--- config.mk ---
export PLATFORM = sky130hd
export DESIGN_NAME = uart_tx_fifo_drain
export DESIGN_NICKNAME = d
export VERILOG_FILES = /design/src/rtl/uart_tx_fifo_drain.sv
export SDC_FILE = /design/constraint.sdc
export NUM_CORES = 1
export LEC_CHECK = 0
export CORE_ASPECT_RATIO = 1.2
export CORE_MARGIN = 2
export CORE_UTILIZATION = 47
export CTS_CLUSTER_DIAMETER = 40
export DETAILED_ROUTE_END_ITERATION = 16
export PLACE_DENSITY = 0.66
export SLEW_MARGIN = 20
export SYNTH_ARGS = -nofsm -noshare
export SYNTH_HDL_FRONTEND = slang
export SYNTH_SLANG_ARGS = --single-unit
--- constraint.sdc ---
create_clock -name Clk -period 1.9 [get_ports Clk]
set_input_delay 0.19 -clock Clk [delete_from_list [all_inputs] [get_ports Clk]]
set_output_delay 0.19 -clock Clk [all_outputs]
set_load 0.05 [all_outputs]
--- src/rtl/uart_tx_fifo_drain.sv ---
// UART transmitter that drains a FIFO read port: one read strobe per frame,
// start/data/optional parity/stop bits, all line-side outputs registered.
module uart_tx_fifo_drain #(
  parameter int DATA_WIDTH   = 8,
  parameter int CLKS_PER_BIT = 16,
  parameter int PARITY_EN    = 0,
  parameter int PARITY_ODD   = 0,
  parameter int STOP_BITS    = 1
) (
  input  logic                  Clk,
  input  logic                  Rst_n_in,
  input  logic                  Enable_in,
  input  logic [DATA_WIDTH-1:0] Fifo_Data_in,
  input  logic                  Fifo_Empty_in,
  output logic                  Fifo_ReadEn_out,
  output logic                  Tx_out,
  output logic                  Busy_out,
  output logic                  Frame_done_out
);
  localparam int BW = $clog2(CLKS_PER_BIT);
  localparam int CW = $clog2(DATA_WIDTH + 1);
  localparam logic [BW-1:0] BAUD_LAST = BW'(CLKS_PER_BIT - 1);
  localparam logic [CW-1:0] DATA_LAST = CW'(DATA_WIDTH - 1);
  localparam logic [CW-1:0] STOP_LAST = CW'(STOP_BITS - 1);

  typedef enum logic [2:0] {IDLE, FETCH, START, DATA, PARITY, STOP} state_t;

  state_t                state, state_nxt;
  logic [BW-1:0]         baud;
  logic [CW-1:0]         bit_cnt;
  logic [DATA_WIDTH-1:0] shreg;
  logic                  par;
  logic                  baud_wrap;
  logic                  tx_nxt;
  logic                  frame_end;

  assign baud_wrap = (baud == BAUD_LAST);

  always_comb begin
    state_nxt       = state;
    Fifo_ReadEn_out = 1'b0;
    tx_nxt          = 1'b1;
    frame_end       = 1'b0;
    unique case (state)
      IDLE: begin
        if (Rst_n_in && Enable_in && !Fifo_Empty_in) begin
          Fifo_ReadEn_out = 1'b1;
          state_nxt       = FETCH;
        end
      end
      FETCH: state_nxt = START;
      START: begin
        tx_nxt = 1'b0;
        if (baud_wrap) state_nxt = DATA;
      end
      DATA: begin
        tx_nxt = shreg[0];
        if (baud_wrap && bit_cnt == DATA_LAST)
          state_nxt = (PARITY_EN != 0) ? PARITY : STOP;
      end
      PARITY: begin
        tx_nxt = par;
        if (baud_wrap) state_nxt = STOP;
      end
      STOP: begin
        if (baud_wrap && bit_cnt == STOP_LAST) begin
          frame_end = 1'b1;
          state_nxt = IDLE;
        end
      end
      default: state_nxt = IDLE;
    endcase
  end

  always_ff @(posedge Clk) begin
    if (!Rst_n_in) state <= IDLE;
    else           state <= state_nxt;
  end

  // Line outputs are driven from the current state, so the pin lags the FSM
  // by exactly one cycle while every bit keeps its full width.
  always_ff @(posedge Clk) begin
    if (!Rst_n_in) begin
      Tx_out         <= 1'b1;
      Busy_out       <= 1'b0;
      Frame_done_out <= 1'b0;
    end else begin
      Tx_out         <= tx_nxt;
      Busy_out       <= Fifo_ReadEn_out || (state != IDLE);
      Frame_done_out <= frame_end;
    end
  end

  always_ff @(posedge Clk) begin
    if (!Rst_n_in) begin
      baud    <= '0;
      bit_cnt <= '0;
      shreg   <= '0;
      par     <= 1'b0;
    end else begin
      unique case (state)
        FETCH: begin
          shreg   <= Fifo_Data_in;
          par     <= (^Fifo_Data_in) ^ (PARITY_ODD != 0);
          baud    <= '0;
          bit_cnt <= '0;
        end
        START, PARITY: begin
          baud <= baud_wrap ? '0 : baud + BW'(1);
        end
        DATA: begin
          baud <= baud_wrap ? '0 : baud + BW'(1);
          if (baud_wrap) begin
            shreg   <= shreg >> 1;
            bit_cnt <= (bit_cnt == DATA_LAST) ? '0 : bit_cnt + CW'(1);
          end
        end
        STOP: begin
          baud <= baud_wrap ? '0 : baud + BW'(1);
          if (baud_wrap) bit_cnt <= (bit_cnt == STOP_LAST) ? '0 : bit_cnt + CW'(1);
        end
        default: ;
      endcase
    end
  end

endmodule

# After elaboration in Yosys (flattened, before gate mapping)
# Cells that the tools add are included.
word_totals:
  reg_bits: 23
  out_inout_bits: 4
classes:
  add_sub_neg: 2
  muxes: 19
  n_reduce_logical: 18
  eq_ne: 14
op_table:
  columns: ["op", "n"]
  rows:
  - ["$mux 4", 5]
  - ["$pmux 3 s6", 1]
  - ["$pmux 8 s2", 1]
  - ["$mux 3", 5]
  - ["$ne 2x2->1 const B", 7]
  - ["$pmux 4 s3", 1]
  - ["$add 4x1->4 const B", 2]
  - ["$mux 8", 1]
  - ["$pmux 4 s2", 1]
  - ["$reduce_xor 8->1", 1]
  - ["$eq 3x2->1 const B", 2]
  - ["$eq 3x3->1 const B", 2]
  - ["$reduce_bool 3->1", 2]
  - ["$reduce_and 5->1", 1]
  - ["$eq 4x3->1 const B", 1]
  - ["$eq 4x4->1 const B", 1]
  - ["$logic_and 1x1->1", 4]
  - ["$logic_not 4->1", 1]
  - ["$reduce_and 2->1", 2]
  - ["$reduce_bool 2->1", 2]
  - ["$reduce_or 4->1", 1]
  - ["$eq 3x1->1 const B", 1]
  - ["$logic_not 3->1", 1]
  - ["$mux 1", 3]
  - ["other kinds (4)", 4]

# Logic depth before layout (Yosys ltp)
depth:
  depth_word: 5
  ltp_mapped: 6

# Worst setup path after synthesis
# OpenSTA, ideal clock, no wires.
synth_path:
  path_type: "register -> register"
  start: "reg baud[0]"
  end: "reg bit_cnt[2]"
  required_ns: 1.812
  path_buffers: 1
  slack_ns: 0.344
  setup_time_ns: 0.088
  arrival_time_ns: 1.468
  path_stages_with_launch: 7
  path_cell_list: "dfxtp_1 ha_1 and3_1 buf_2 a21bo_1 a41o_1 a311oi_2"
synth_between:
  elab_chain_cells: 3
  word_cells_on_any_way: 4
  classes_between: "eq/ne: 3; reduce/logical: 1"
synth_rtl:
  columns: ["element", "line_no", "rtl"]
  rows:
  - ["start: declaration", "29", "logic [BW-1:0] baud;"]
  - ["start signal: assignment", "109", "baud <= baud_wrap ? '0 : baud + BW'(1);"]
  - ["start signal: assignment", "112", "baud <= baud_wrap ? '0 : baud + BW'(1);"]
  - ["start signal: assignment", "119", "baud <= baud_wrap ? '0 : baud + BW'(1);"]
  - ["$eq 4x4->1 *", "37", "assign baud_wrap = (baud == BAUD_LAST);"]
  - ["$ne 2x2->1 (no line)", null, null]
  - ["$reduce_and 3->1 (no line) *", null, null]
  - ["end signal: assignment", "115", "bit_cnt <= (bit_cnt == DATA_LAST) ? '0 : bit_cnt + CW'(1);"]
  - ["end signal: assignment", "120", "if (baud_wrap) bit_cnt <= (bit_cnt == STOP_LAST) ? '0 : bit_cnt + CW'(1);"]
  - ["end: declaration", "30", "logic [CW-1:0] bit_cnt;"]
# Every way passes the cells marked *; elsewhere a longest branch is shown, timed or not.
# A chain may end at the register's enable or synchronous reset.

# Worst setup path after layout
layout_path:
  start: "reg state[2]"
  end: "out Fifo_ReadEn_out"
layout_between:
  elab_chain_cells: 2
layout_rtl:
  columns: ["element", "line_no", "rtl"]
  rows:
  - ["start: declaration", "28", "state_t state, state_nxt;"]
  - ["start signal: assignment", "77", "else state <= state_nxt;"]
  - ["$logic_not 3->1", "44", "unique case (state)"]
  - ["$mux 1", "44", null]
  - ["end: declaration", "15", "output logic Fifo_ReadEn_out,"]
# Every way passes these cells.

==> flow_summary.ini <==
[run_status]
run_status = complete, no violations

[timing]
timing.final.max_slew_violations = 0
grt_setup_unrepaired = false
worst_slew_margin_rel = 0.671
achievable-frequency_mhz = 562
timing.final.setup_violations = 0
timing_hold_violations_final = 0
layout_min_cycle_time_ns = 1.78
post-route-period-util = 0.937
worst_slack_ns = 0.120
worst_clock_skew_ns = 0.00224
finalSetupTns_ns = 0
worst_pin_slew_ns = 0.492
hold_ws_ns = 0.491

[final_layout]
area_delta_synth_final_pct = 15.8
share_of_post_route_cells_with_drive_strength_above_1 = 0.102
antenna-diode-count = 0
num-nets-final = 183
filler_cell_count = 271

[worst_setup_path]
crit_path_end_kind = output pin
required_ns = 1.71
worstPathCellList = or2_1, buf_4, nor2_1, buf_12
destination_of_the_worst_register_to_register_timing_path = bit_cnt[3]
worst-setup-path-type = flip-flop to output pin
kind_of_launch_point_of_the_worst_setup_path = flip-flop
cp_top_family = simple AND/OR/NAND/NOR gates
setup.reg_to_reg.worst_slack_ns = 0.22
timing.critical_path.fanout_max = 12
ff2ff_path_depth = 5
r2r_start = baud[0]
crit_arrival_ns = 1.59
crit_path_max_incr_delay_ns = 0.45
crit_slowest_cell = dfxtp_1
path_buf_inv = 2

[floorplanning]
die_extent_in_y_um = 62.4
std_cell_rows = 21
floorplan.initialDensity = 0.484
pin_count = 16
die-area_um2 = 3280
core_um2 = 2760
die_x_um = 52.7

[synthesis]
synth-main-ff-cell = dfxtp_1
synth.distinct_cells = 49
synth_area_leader_cell = dfxtp_1
post_synth.cell_area_avg_um2 = 8.78
postSynthRegisterBits = 23
netlist_top_cells_area = dfxtp_1, nand2_1, mux2i_1
synth_warnings = 0
synth_edf_count = 0
synth_nets = 167
sequential_element_share_of_the_synthesized_area = 0.345
mappedNetlistArea_um2 = 1340
async_reset_ff_frac = 0
post_synth_most_frequent_cells = dfxtp_1, nand2_1, o21ai_0
postSynthCellCount = 152
synth.top_cell.area_share = 0.345
synth.most_common_cell = dfxtp_1

[detailed_routing]
drt-initial-drc-count = 16
routed_wl_mm = 2.73
routed_wire_length_per_instance_um = 13.6
detail_route.first_pass.iterations = 4
avgViaCountPerCell = 5.76
post-route-drc-count = 0
vias = 1157
antenna_left = 0

[placed_design]
gpl_wtd_cong = 0.930
port_buffers = 15
pre_cts_slack_ns = 0.239
dp.final_hpwl_mm = 2.02

[cts]
number_of_cts_inserted_buffers = 3
cts-root-to-sink-buffers = 2
clock-sinks = 23
cts_hold_buffers = 0
tritoncts = built
clock_input_transition_at_the_sequential_cells_of_the_worst_setup_and_hold_paths_ns = 0.13
cts.root.buffer_cell = clkbuf_4
clk-insertion-delay-late_ns = 0.32
cts.htree.levels = 1

[global_route]
initial_antenna_violation_count = 0
grt_start_max_net_pins = 26
global_route.usage.total = 0.185
grt_pass1_wl_mm = 4.55
via_count_of_the_first_global_routing_pass = 1086
globalRoute.totalOverflow = 0

[min_path]
hold_class = input port to flip-flop
min_delay_worst_endpoint = shreg[7]
worst_hold_path.num_cells = 3
worstHoldStart = Fifo_Data_in[7]

[power]
cellInternalPower_w = 0.000697
power_per_standard_cell_area_nw_per_um2 = 638
ir_worst_vdd_mv = 0.489
power_share_of_the_combinational_group = 0.218
p_clk_frac = 0.239
power_frac_seq = 0.542
p_sw_frac = 0.294
power.static_leakage_nw = 0.664
netSwitchingPower_w = 0.000290

[flow_run]
cap_viol_max_count = 0
[how the worst max path moves through the flow]
stage / startpoint / endpoint / slack, ns / cells past startpoint
floorplan: baud[0] / bit_cnt[2] / 0.34 / 6
CTS: state[1] / Fifo_ReadEn_out / 0.08 / 4
detailed placement: baud[0] / bit_cnt[3] / 0.24 / 5
finish: state[2] / Fifo_ReadEn_out / 0.12 / 4
global route: state[2] / Fifo_ReadEn_out / 0.05 / 4
global placement: state[1] / shreg[0] / 0.29 / 5
[stage by stage]
step,utilization,power [W],area [µm²],std cells
after global routing,0.561,0.00104,1550,201
final,0.561,0.000987,1550,201
after global placement,0.550,0.000756,1520,197
after detailed placement,0.550,0.000761,1520,197
after floorplan,-,0.000689,1340,152
after CTS,0.560,0.00100,1550,201
[flip-flops by register name (all words and copies together), names as in the netlist]
signal / flops
par: 1
Busy_out: 1
state: 3
baud: 4
Tx_out: 1
Frame_done_out: 1
bit_cnt: 4
shreg: 8
[cell type report]
type,count,area [µm²],area share
clock buffers,3,22.5,0.0146
clock inverters,1,5.00,0.00324
inverters,4,15.0,0.00971
multi-input cells,115,795,0.514
flip-flops and latches,23,462,0.299
well taps,34,42.5,0.0275
repair buffers,21,205,0.133
[worst register-to-register path, stage by stage (launching register included)]
cell and delay [ns]:
dfxtp_1 0.41, ha_1 0.25, and3_1 0.35, nand2_1 0.11, a221oi_1 0.33, o32ai_1 0.12
[timing repair]
item | in CTS | in global routing
setup endpoints to repair | 0 | 1
buffers inserted | 0 | 0
gates resized for setup | 0 | 1
[metal layers]
metal  vias up  global-route usage  part of all wire  wire (µm)
met5         -                   0                 0          0
met2        26               0.302              0.50       1360
met4         0               0.135             0.036         99
met1       538               0.206              0.43       1180
li1        583                   -                 -          -
met3        10              0.0335             0.034         94
[cells in the final DEF, fill, tap and decap left out, types with 4 or more instances in the layout]
| cell | netlist | layout |
|---|---|---|
| nand3_1 | 5 | 5 |
| a21oi_1 | 6 | 6 |
| nand2_1 | 21 | 21 |
| o21ai_0 | 8 | 8 |
| mux2i_1 | 7 | 7 |
| clkdlybuf4s50_1 | 0 | 14 |
| nand2b_1 | 5 | 5 |
| nor2_1 | 5 | 5 |
| o211a_1 | 7 | 7 |
| inv_1 | 4 | 4 |
| buf_4 | 1 | 6 |
| xnor2_1 | 7 | 7 |
| dfxtp_1 | 23 | 22 |
[power by group through the flow]
stage | clock network [W] | logic (W) | registers, W
3_3_place_gp | 0 | 0.000213 | 0.000543
4_1_cts | 0.000250 | 0.000216 | 0.000535
6_report | 0.000236 | 0.000215 | 0.000535
5_1_grt | 0.000266 | 0.000235 | 0.000539
2_1_floorplan | 0 | 0.000140 | 0.000549
3_5_place_dp | 0 | 0.000215 | 0.000545
[cell families after synthesis]
logic type	share of synthesized area
compound gates	0.251
fa+ha+maj	0.0281
xor+xnor	0.0525
buf+inv	0.0600
simple gates	0.211
flops	0.345
mux	0.0525
No activity file was read; power rests on OpenSTA's default activity.
